--- config.mk ---
export PLATFORM = sky130hd
export DESIGN_NAME = block_memory_word_port
export DESIGN_NICKNAME = d
export VERILOG_FILES = /design/src/rtl/block_memory_word_port_pkg.sv /design/src/rtl/block_memory_load_extend.sv /design/src/rtl/block_memory_word_port.sv
export SDC_FILE = /design/constraint.sdc
export NUM_CORES = 1
export LEC_CHECK = 0
export CORE_ASPECT_RATIO = 0.8
export CORE_UTILIZATION = 35
export CTS_BUF_LIST = sky130_fd_sc_hd__clkbuf_16
export DETAILED_ROUTE_END_ITERATION = 10
export GPL_TIMING_DRIVEN = 0
export SLEW_MARGIN = 20
export SYNTH_ARGS = -nofsm -noshare
export SYNTH_HDL_FRONTEND = slang
export SYNTH_SLANG_ARGS = --single-unit
--- constraint.sdc ---
create_clock -name clk -period 2.9 [get_ports clk]
set_input_delay 0.435 -clock clk [delete_from_list [all_inputs] [get_ports clk]]
set_output_delay 0.435 -clock clk [all_outputs]
set_load 0.02 [all_outputs]
--- src/rtl/block_memory_word_port_pkg.sv ---
// Shared definitions for the block RAM word port: request size codes, FSM states, size helpers.
// The optional feature macro BLOCK_MEMORY_WORD_PORT_SIGN_EXTEND_EN is consumed in block_memory_load_extend.
package block_memory_word_port_pkg;

    localparam logic [1:0] SIZE_BYTE    = 2'd0;
    localparam logic [1:0] SIZE_HALF    = 2'd1;
    localparam logic [1:0] SIZE_WORD    = 2'd2;
    localparam logic [1:0] SIZE_ILLEGAL = 2'd3;

    typedef enum logic [1:0] {
        ST_IDLE    = 2'd0,
        ST_ACCESS  = 2'd1,
        ST_DRAIN   = 2'd2,
        ST_RESPOND = 2'd3
    } state_t;

    // Index of the final byte of an access (N-1 for N = 1 << size).
    function automatic logic [1:0] last_index(input logic [1:0] size);
        case (size)
            SIZE_HALF: last_index = 2'd1;
            SIZE_WORD: last_index = 2'd3;
            default:   last_index = 2'd0;
        endcase
    endfunction

    function automatic logic misaligned(input logic [1:0] size, input logic [1:0] addr_lsb);
        case (size)
            SIZE_HALF: misaligned = addr_lsb[0];
            SIZE_WORD: misaligned = |addr_lsb;
            default:   misaligned = 1'b0;
        endcase
    endfunction

endpackage

--- src/rtl/block_memory_load_extend.sv ---
// Load result extension. With BLOCK_MEMORY_WORD_PORT_SIGN_EXTEND_EN defined, signed byte/half loads
// sign-extend; otherwise every load zero-extends and unsigned_i is ignored.
module block_memory_load_extend
    import block_memory_word_port_pkg::*;
(
    input  logic [1:0]  size_i,
    input  logic        unsigned_i,
    input  logic [31:0] raw_i,
    output logic [31:0] ext_o
);

`ifdef BLOCK_MEMORY_WORD_PORT_SIGN_EXTEND_EN
    always_comb begin
        ext_o = raw_i;
        case (size_i)
            SIZE_BYTE: ext_o = unsigned_i ? {24'h0, raw_i[7:0]}
                                          : {{24{raw_i[7]}}, raw_i[7:0]};
            SIZE_HALF: ext_o = unsigned_i ? {16'h0, raw_i[15:0]}
                                          : {{16{raw_i[15]}}, raw_i[15:0]};
            default:   ext_o = raw_i;
        endcase
    end
`else
    logic unused_unsigned;
    assign unused_unsigned = unsigned_i;

    always_comb begin
        ext_o = raw_i;
        case (size_i)
            SIZE_BYTE: ext_o = {24'h0, raw_i[7:0]};
            SIZE_HALF: ext_o = {16'h0, raw_i[15:0]};
            default:   ext_o = raw_i;
        endcase
    end
`endif

endmodule

--- src/rtl/block_memory_word_port.sv ---
// Serialises 32-bit byte/half/word loads and stores into one-byte-per-cycle RAM port A accesses.
// Optional feature macro: BLOCK_MEMORY_WORD_PORT_SIGN_EXTEND_EN (signed sub-word loads).
module block_memory_word_port
    import block_memory_word_port_pkg::*;
#(
    parameter int address_width = 11
) (
    input  logic                     clk,
    input  logic                     reset,
    input  logic                     req_valid,
    output logic                     req_ready,
    input  logic [address_width-1:0] req_address,
    input  logic [1:0]               req_size,
    input  logic                     req_write,
    input  logic                     req_unsigned,
    input  logic [31:0]              req_write_data,
    output logic                     resp_valid,
    input  logic                     resp_ready,
    output logic [31:0]              resp_read_data,
    output logic                     resp_error,
    output logic [address_width-1:0] mem_address,
    output logic                     mem_write_enable,
    output logic [7:0]               mem_write_data,
    input  logic [7:0]               mem_read_data
);

    state_t                   state_q, state_d;
    logic [1:0]               cnt_q, cnt_d;
    logic [address_width-1:0] addr_q, addr_d;
    logic [1:0]               size_q, size_d;
    logic                     write_q, write_d;
    logic                     unsigned_q, unsigned_d;
    logic [31:0]              wdata_q, wdata_d;
    logic [31:0]              asm_q, asm_d;
    logic [31:0]              resp_data_q, resp_data_d;
    logic                     resp_error_q, resp_error_d;

    logic [1:0]  cap_idx;
    logic [31:0] asm_merge;
    logic [31:0] asm_ext;
    logic        req_bad;

    // Read data lags the issue by one cycle, so ACCESS captures the previous byte and DRAIN the last.
    assign cap_idx = (state_q == ST_DRAIN) ? cnt_q : cnt_q - 2'd1;

    generate
        for (genvar gi = 0; gi < 4; gi++) begin : g_merge
            assign asm_merge[8*gi +: 8] = (cap_idx == 2'(gi)) ? mem_read_data : asm_q[8*gi +: 8];
        end
    endgenerate

    block_memory_load_extend u_extend (
        .size_i     (size_q),
        .unsigned_i (unsigned_q),
        .raw_i      (asm_merge),
        .ext_o      (asm_ext)
    );

    assign req_bad = (req_size == SIZE_ILLEGAL) || misaligned(req_size, req_address[1:0]);

    always_comb begin
        state_d      = state_q;
        cnt_d        = cnt_q;
        addr_d       = addr_q;
        size_d       = size_q;
        write_d      = write_q;
        unsigned_d   = unsigned_q;
        wdata_d      = wdata_q;
        asm_d        = asm_q;
        resp_data_d  = resp_data_q;
        resp_error_d = resp_error_q;
        case (state_q)
            ST_IDLE: begin
                if (req_valid) begin
                    addr_d       = req_address;
                    size_d       = req_size;
                    write_d      = req_write;
                    unsigned_d   = req_unsigned;
                    wdata_d      = req_write_data;
                    cnt_d        = 2'd0;
                    asm_d        = 32'h0;
                    resp_data_d  = 32'h0;
                    resp_error_d = req_bad;
                    state_d      = req_bad ? ST_RESPOND : ST_ACCESS;
                end
            end
            ST_ACCESS: begin
                if (!write_q && (cnt_q != 2'd0)) begin
                    asm_d = asm_merge;
                end
                if (cnt_q == last_index(size_q)) begin
                    state_d = write_q ? ST_RESPOND : ST_DRAIN;
                end else begin
                    cnt_d = cnt_q + 2'd1;
                end
            end
            ST_DRAIN: begin
                asm_d       = asm_merge;
                resp_data_d = asm_ext;
                state_d     = ST_RESPOND;
            end
            ST_RESPOND: begin
                if (resp_ready) begin
                    state_d = ST_IDLE;
                end
            end
            default: state_d = ST_IDLE;
        endcase
    end

    always_ff @(posedge clk) begin
        if (reset) begin
            state_q      <= ST_IDLE;
            cnt_q        <= 2'd0;
            addr_q       <= '0;
            size_q       <= SIZE_BYTE;
            write_q      <= 1'b0;
            unsigned_q   <= 1'b0;
            wdata_q      <= 32'h0;
            asm_q        <= 32'h0;
            resp_data_q  <= 32'h0;
            resp_error_q <= 1'b0;
        end else begin
            state_q      <= state_d;
            cnt_q        <= cnt_d;
            addr_q       <= addr_d;
            size_q       <= size_d;
            write_q      <= write_d;
            unsigned_q   <= unsigned_d;
            wdata_q      <= wdata_d;
            asm_q        <= asm_d;
            resp_data_q  <= resp_data_d;
            resp_error_q <= resp_error_d;
        end
    end

    assign req_ready        = (state_q == ST_IDLE);
    assign resp_valid       = (state_q == ST_RESPOND);
    assign resp_read_data   = resp_data_q;
    assign resp_error       = resp_error_q;
    assign mem_address      = addr_q + {{(address_width-2){1'b0}}, cnt_q};
    assign mem_write_enable = (state_q == ST_ACCESS) && write_q;
    assign mem_write_data   = wdata_q[8*cnt_q +: 8];

endmodule

==> results of run 1 <==
==> worst max-delay path: stages (launching register included) <==
cell and delay, ns:
dfxtp_1 0.33, ha_1 0.24, fa_1 0.43, and4_1 0.27
nand4_1 0.13, xnor2_1 0.13, dlygate4sd2_1 0.35
==> final cells by class <==
type	count	area share [%]
multi-input combinational	373	34.6
sequential	115	32.9
timing repair buffer	112	16.0
clock buffer	17	6.08
tap	180	3.22
buffer	33	2.43
clock inverter	15	2.38
inverter	44	2.36
==> cells by family after synthesis <==
kind of cell	count (synthesis)	share of synthesized area [%]
buf+inv	78	6.70
xor+xnor	11	2.27
fa+ha+maj	14	3.61
simple gates	173	15.1
compound gates	134	16.7
flops	115	45.5
mux	41	10.1
==> sequential cells by signal (all words and copies together) (netlist names) <==
register and count:
asm_q 32, resp_read_data 32, wdata_q 32, addr_q 11
cnt_q 2, size_q 2, state_q 2, resp_error 1
write_q 1
==> per-stage QoR <==
| step | power, mW | hold slack, ns | area [um2] | utilization (%) |
|---|---|---|---|---|
| 6_report | 5.97 | 0.444 | 7000 | 50.6 |
| 5_1_grt | 6.28 | 0.466 | 7000 | 50.6 |
| 4_1_cts | 5.99 | 0.450 | 7000 | 50.6 |
| 3_5_place_dp | 3.90 | 0.443 | 6410 | 46.3 |
| 3_3_place_gp | 3.84 | 0.441 | 6410 | 46.3 |
| 2_1_floorplan | 3.24 | 0.433 | 5060 | - |
==> synth_stat cells (3+ instances only) <==
master,number,area [um2]
a21oi_1,50,250
buf_2,10,50.1
buf_4,3,22.5
buf_6,3,33.8
clkbuf_1,16,60.1
dfxtp_1,115,2300
ha_1,13,163
inv_1,44,165
mux2i_1,33,330
mux4_2,8,180
nand2_1,135,507
nand3b_1,11,82.6
nand4_1,4,25.0
nor2_1,5,18.8
o21ai_0,12,60.1
o21ai_1,25,125
o31ai_1,3,22.5
o32ai_1,32,280
xnor2_1,7,61.3
xor2_1,3,26.3
==> metal layers <==
layer / wire length (um) / GRT usage [%] / share of wire (%) / vias up
met5: 0 / 0 / 0 / -
met2: 6290 / 29.9 / 44 / 125
li1: - / - / - / 2224
met1: 6930 / 27.5 / 49 / 2119
met4: 239 / 7.46 / 1.7 / 0
met3: 791 / 5.26 / 5.6 / 21
==> power by group <==
part           total (mW)  switching (mW)  internal (mW)
registers            1.88           0.117           1.76
logic                1.99            1.25          0.744
clock network        2.10           0.757           1.34
==> how the worst max path moves through the flow <==
stage                          startpoint                         endpoint  slack [ns]
floorplan           cnt_q[1]$_SDFFE_PP0P_  resp_read_data[10]$_SDFFE_PP0P_        0.74
global placement    cnt_q[1]$_SDFFE_PP0P_  resp_read_data[15]$_SDFFE_PP0P_        0.21
detailed placement  cnt_q[1]$_SDFFE_PP0P_  resp_read_data[13]$_SDFFE_PP0P_        0.17
CTS                 cnt_q[0]$_SDFFE_PP0P_                mem_write_data[7]        0.05
global route        cnt_q[0]$_SDFFE_PP0P_                  mem_address[10]        0.07
finish              cnt_q[0]$_SDFFE_PP0P_                  mem_address[10]        0.18
==> placed cells by master, fill, tap and decap left out, types with 7 or more instances in the layout <==
| cell | netlist | final |
|---|---|---|
| nand2_1 | 135 | 135 |
| dfxtp_1 | 115 | 114 |
| clkdlybuf4s50_1 | 0 | 107 |
| a21oi_1 | 50 | 50 |
| inv_1 | 44 | 45 |
| mux2i_1 | 33 | 33 |
| o32ai_1 | 32 | 32 |
| o21ai_1 | 25 | 25 |
| clkbuf_16 | 0 | 17 |
| clkbuf_1 | 16 | 15 |
| ha_1 | 13 | 13 |
| o21ai_0 | 12 | 12 |
| nand3b_1 | 11 | 11 |
| buf_2 | 10 | 9 |
| mux4_2 | 8 | 8 |
| xnor2_1 | 7 | 7 |
==> key figures, run 1 <==
Layout
  – FF+latch area: 2300 um2
  – Final Non-Filler Cells: 889
  – Area delta synth->final: 38.3%
  – Ant diodes: 0
  – Fillers: 1,291
  – Footprint of the multi-input gates: 2420 um2
  – Nets: 769
  – Layout cells sized above 1: 8.89%

Timing
  – Fin Clk Skew: 0.00811 ns
  – Worst Slack Setup Final: 0.178 ns
  – Fin Setup TNS: 0 ns
  – Rel. slew slack: 61.7%
  – FMAX: 367 MHz
  – Fin. Hold Viols: 0
  – Period utilization: 93.9%
  – Slew @ Worst Pin: 0.574 ns
  – RSZ-0062 raised after global routing: false
  – # setup viols final: 0
  – Final count of pins violating max slew: 0
  – Tmin final: 2.72 ns

Synth
  – Cells after Synth: 566
  – Synth cell types: 44
  – Synthesized Nets: 639
  – Yosys reg bits: 115
  – Register area share after synthesis: 45.5%
  – Synth Cell Area: 5060 um2
  – Ys flop type: dfxtp_1
  – Post-synth EDFFs: 0
  – Total number of yosys warnings: 0
  – Ys async rst share: 0%
  – Synth Area per Inst: 8.94 um2

Die
  – Core area: 13,800 um2
  – Die ar.: 15,000 um2
  – Chip width: 136 um
  – Row cnt: 38
  – Ports: 114
  – Starting Density: 36.6%
  – Die height: 110 um

Detailed routing
  – Antenna viol nets, final: 0
  – DR WL/cell: 16.0 um
  – Vias/cell: 5.05
  – Total iterations of the first detailed-routing run: 5
  – DRC errors left: 0
  – Total Wirelength: 14,200 um
  – DR iter-0 viols: 319
  – Via count: 4,489

Clocking
  – Root buf cell: clkbuf_16
  – Worst-Skew Late Latency: 0.41 ns
  – CTS tree: yes
  – Maximum level of the CTS H-tree: 4
  – CTS buffer count: 17
  – Cts hold-fix bufs: 0
  – Clk slew on worst S/H paths: 0.06 ns
  – Post-CTS setup buffers: 0
  – Clk sinks: 115
  – CTS Buffer Depth: 2
  – Post-cts gate resize count: 5

Global route
  – Vias in the first global route: 4,339
  – Largest net degree at the start of global routing: 17
  – GRT Overall Usage: 20.0%
  – Total grt overflow: 0
  – Antenna violations before repair: 0
  – Global-route wire length before repair: 22,300 um

Worst setup path
  – Crit start category: flip-flop
  – Reg2Reg Depth: 8
  – Worst setup EP type: output pin
  – Reg2Reg Setup Slack: 0.50 ns
  – Req. time, crit path: 2.47 ns
  – CP arrival: 2.29 ns
  – Reg2reg start: cnt_q[1]$_SDFFE_PP0P_
  – CP max FO: 3
  – Critical path class: flip-flop to output pin
  – Capturing point of the worst reg2reg path: resp_read_data[15]$_SDFFE_PP0P_

Placement
  – DP HPWL: 10,400 um
  – IO Port Bufs: 112
  – Cells after DPL: 858
  – Pre-CTS setup slack: 0.171 ns
  – Routability cong.: 0.816

Job
  – Max Cap Violations: 0

Hold path
  – Hold Crit Start: resp_read_data[16]$_SDFFE_PP0P_
  – Hold Crit Class: flip-flop to flip-flop
  – WHS Endpoint: resp_read_data[16]$_SDFFE_PP0P_
  – Worst Hold Path Cells: 2

Power
  – Leak pwr: 2.49 nW
  – VDD IR max: 523 uV
  – Power Density: 853 nW/um2

Outcome
  – Status: completed
Note: power is estimated with default switching activity, not from simulation.
==> run 2: changes to the inputs <==
--- a/config.mk
+++ b/config.mk
@@ -5,6 +5,7 @@
 export SDC_FILE = /design/constraint.sdc
 export NUM_CORES = 1
 export LEC_CHECK = 0
+export CAP_MARGIN = 20
 export CORE_ASPECT_RATIO = 0.8
 export CORE_UTILIZATION = 35
 export CTS_BUF_LIST = sky130_fd_sc_hd__clkbuf_16
@@ -14,3 +15,4 @@
 export SYNTH_ARGS = -nofsm -noshare
 export SYNTH_HDL_FRONTEND = slang
 export SYNTH_SLANG_ARGS = --single-unit
+export TNS_END_PERCENT = 50
==> results of run 2 <==
Final layout, timing and power as in run 1 (identical DEF).
==> run 3: changes to the inputs <==
--- a/config.mk
+++ b/config.mk
@@ -7,8 +7,9 @@
 export LEC_CHECK = 0
 export CAP_MARGIN = 20
 export CORE_ASPECT_RATIO = 0.8
+export CORE_MARGIN = 3
 export CORE_UTILIZATION = 35
-export CTS_BUF_LIST = sky130_fd_sc_hd__clkbuf_16
+export CTS_BUF_LIST = sky130_fd_sc_hd__clkbuf_2
 export DETAILED_ROUTE_END_ITERATION = 10
 export GPL_TIMING_DRIVEN = 0
 export SLEW_MARGIN = 20
==> run 3 against run 2 <==
Against the previous run:
- register-to-register slack better by 0.06 ns
- routed wire length down 0.13%
- final cell count up 0.11%
- die area up 6.7%
- final area down 4.6%
- fmax down 3.1%
- critical endpoint is now mem_address[1]
- largest cell class unchanged
- first-iteration DRC count up 8.5%
- sequential power about the same
- clock skew up 0.024 ns
- sequential share of layout area up 1.6 points
==> key figures, run 3 (synthesis results as in run 1) <==
Outcome
  – Status: completed

Global route
  – Largest net degree at the start of global routing: 17 (unchanged)
  – Vias in the first global route: 4,420 (+1.9%)
  – Global-route wire length before repair: 22,600 um (+1.0%)
  – Total grt overflow: 0 (unchanged)
  – Antenna violations before repair: 0 (unchanged)
  – GRT Overall Usage: 17.9% (-2.1 points)

Worst setup path
  – Largest stage delay on the critical path: 0.60 ns (+0.17 ns)
  – CP max FO: 2 (-1)
  – Top delay family on crit path: adder cells
  – Critical path class: flip-flop to output pin
  – CP max stage cell: clkdlybuf4s50_1
  – Req. time, crit path: 2.47 ns (about the same)
  – Crit start category: flip-flop
  – CP Cell Sequence: ha_1 > fa_2 > clkdlybuf4s50_1
  – CP arrival: 2.37 ns (+0.08 ns)
  – Worst setup EP type: output pin
  – Worst path bufs/invs: 1 (unchanged)

Layout
  – Nets: 770 (+0.13%)
  – Layout cells sized above 1: 10.1% (+1.3 points)
  – Final Instance Area: 6680 um2 (-4.6%)
  – Final Non-Filler Cells: 890 (+0.11%)
  – Ant diodes: 0 (unchanged)
  – Area delta synth->final: 31.9%
  – Most frequent cells in the layout: nand2_1 (135), dfxtp_1 (114), clkdlybuf4s50_1 (96)
  – Commonest non-fill, non-tap cell in the layout: nand2_1

Timing
  – # setup viols final: 0 (unchanged)
  – Worst Slack Setup Final: 0.0907 ns (-0.0872 ns)
  – Slew @ Worst Pin: 0.587 ns (+0.0130 ns)
  – Fin Clk Skew: 0.0321 ns (+0.0240 ns)
  – Worst hold slack: 0.292 ns (-0.152 ns)
  – Tmin final: 2.81 ns (+0.0872 ns)
  – Rel. slew slack: 60.8% (-0.87 points)
  – Fin. Hold Viols: 0 (unchanged)
  – Final count of pins violating max slew: 0 (unchanged)
  – FMAX: 356 MHz (-3.1%)
  – Period utilization: 96.9% (+3.0 points)
  – RSZ-0062 raised after global routing: true

Placement
  – Routability cong.: 0.806 (-1.3%)
  – Cells after DPL: 858 (unchanged)
  – DP HPWL: 10,500 um (+0.47%)
  – IO Port Bufs: 112 (unchanged)
  – Pre-CTS setup slack: 0.174 ns (+0.00279 ns)
  – Dpl cell area: 6410 um2 (unchanged)

Detailed routing
  – Antenna viol nets, final: 0 (unchanged)
  – Total iterations of the first detailed-routing run: 5 (unchanged)
  – Total Wirelength: 14,200 um (-0.13%)
  – Vias/cell: 5.04 (-0.27%)
  – Via count: 4,482 (-0.16%)
  – DR iter-0 viols: 346 (+8.5%)
  – DR WL/cell: 16.0 um (-0.25%)
  – DRC errors left: 0 (unchanged)

Clocking
  – Clk slew on worst S/H paths: 0.19 ns (+0.13 ns)
  – Maximum level of the CTS H-tree: 4 (unchanged)
  – Clk sinks: 115 (unchanged)
  – CTS tree: yes
  – Root buf cell: clkbuf_2
  – Cts hold-fix bufs: 0 (unchanged)
  – CTS Buffer Depth: 2 (unchanged)
  – CTS buffer count: 17 (unchanged)
  – Worst-Skew Late Latency: 0.66 ns (+0.25 ns)

Hold path
  – Hold Crit Class: primary input to flip-flop

Die
  – Row cnt: 38 (unchanged)
  – Core area: 13,800 um2 (unchanged)
  – Die height: 114 um (+3.7%)
  – Die ar.: 16,000 um2 (+6.7%)
  – Chip width: 140 um (+2.9%)
  – Starting Density: 36.6% (unchanged)
  – Ports: 114 (unchanged)

Power
  – VDD IR max: 344 uV (-34%)
  – Leak pwr: 2.40 nW (-3.8%)
  – Power Density: 759 nW/um2 (-11%)
  – Total power: 5.07 mW (-15%)

Job
  – Max Cap Violations: 0 (unchanged)
## run 3: timing repair
| item | CTS | global route |
|---|---|---|
| resized for setup | 27 | 10 |
| buffers inserted | 0 | 0 |
| setup endpoints to repair | 16 | 7 |
## run 3: per-stage QoR
| step | setup TNS, ns | utilization (%) |
|---|---|---|
| finish | 0 | 48.3 |
| global route | -0.0555 | 48.3 |
| CTS | -0.114 | 48.3 |
| detailed placement | 0 | 46.3 |
| global placement | 0 | 46.3 |
| floorplan | 0 | - |
## run 3: area by class of cell
class | instances | area [um2]
inverters | 44 | 165
fillers | 1337 | 7160
clock buffers | 17 | 85.1
multi-input cells | 373 | 2420
well taps | 180 | 225
clock inverters | 15 | 204
plain buffers | 34 | 181
flip-flops and latches | 115 | 2310
repair buffers | 112 | 1090
## run 3: worst paths after layout
kind,start,to,slack [ns],depth (start not counted)
setup / recovery,cnt_q[0]$_SDFFE_PP0P_,mem_address[1],0.09,3
hold / removal,req_write_data[28],wdata_q[28]$_SDFFE_PP0P_,0.29,3
setup reg to reg,cnt_q[1]$_SDFFE_PP0P_,resp_read_data[14]$_SDFFE_PP0P_,0.56,8
hold reg to reg,resp_read_data[10]$_SDFFE_PP0P_,resp_read_data[10]$_SDFFE_PP0P_,0.46,2
## run 3: worst min-delay path, stage by stage
cell             delay, ns
clkdlybuf4s50_1       0.39
nand2_1               0.05
a21oi_1               0.05
## run 3: power breakdown
group          total (mW)  internal [mW]  switching, mW
Combinational        1.96          0.723           1.23
Clock                1.24          0.575          0.663
Sequential           1.88           1.76          0.115
Total                5.07           3.06           2.01
## run 3: metal layers
layer / routed length [um] / share of wire, % / vias to the layer above / track usage (%)
li1: - / - / 2223 / -
met1: 6990 / 49 / 2130 / 25.7
met2: 6280 / 44 / 118 / 27.3
met3: 796 / 5.6 / 11 / 4.11
met4: 157 / 1.1 / 0 / 4.39
met5: 0 / 0 / - / 0
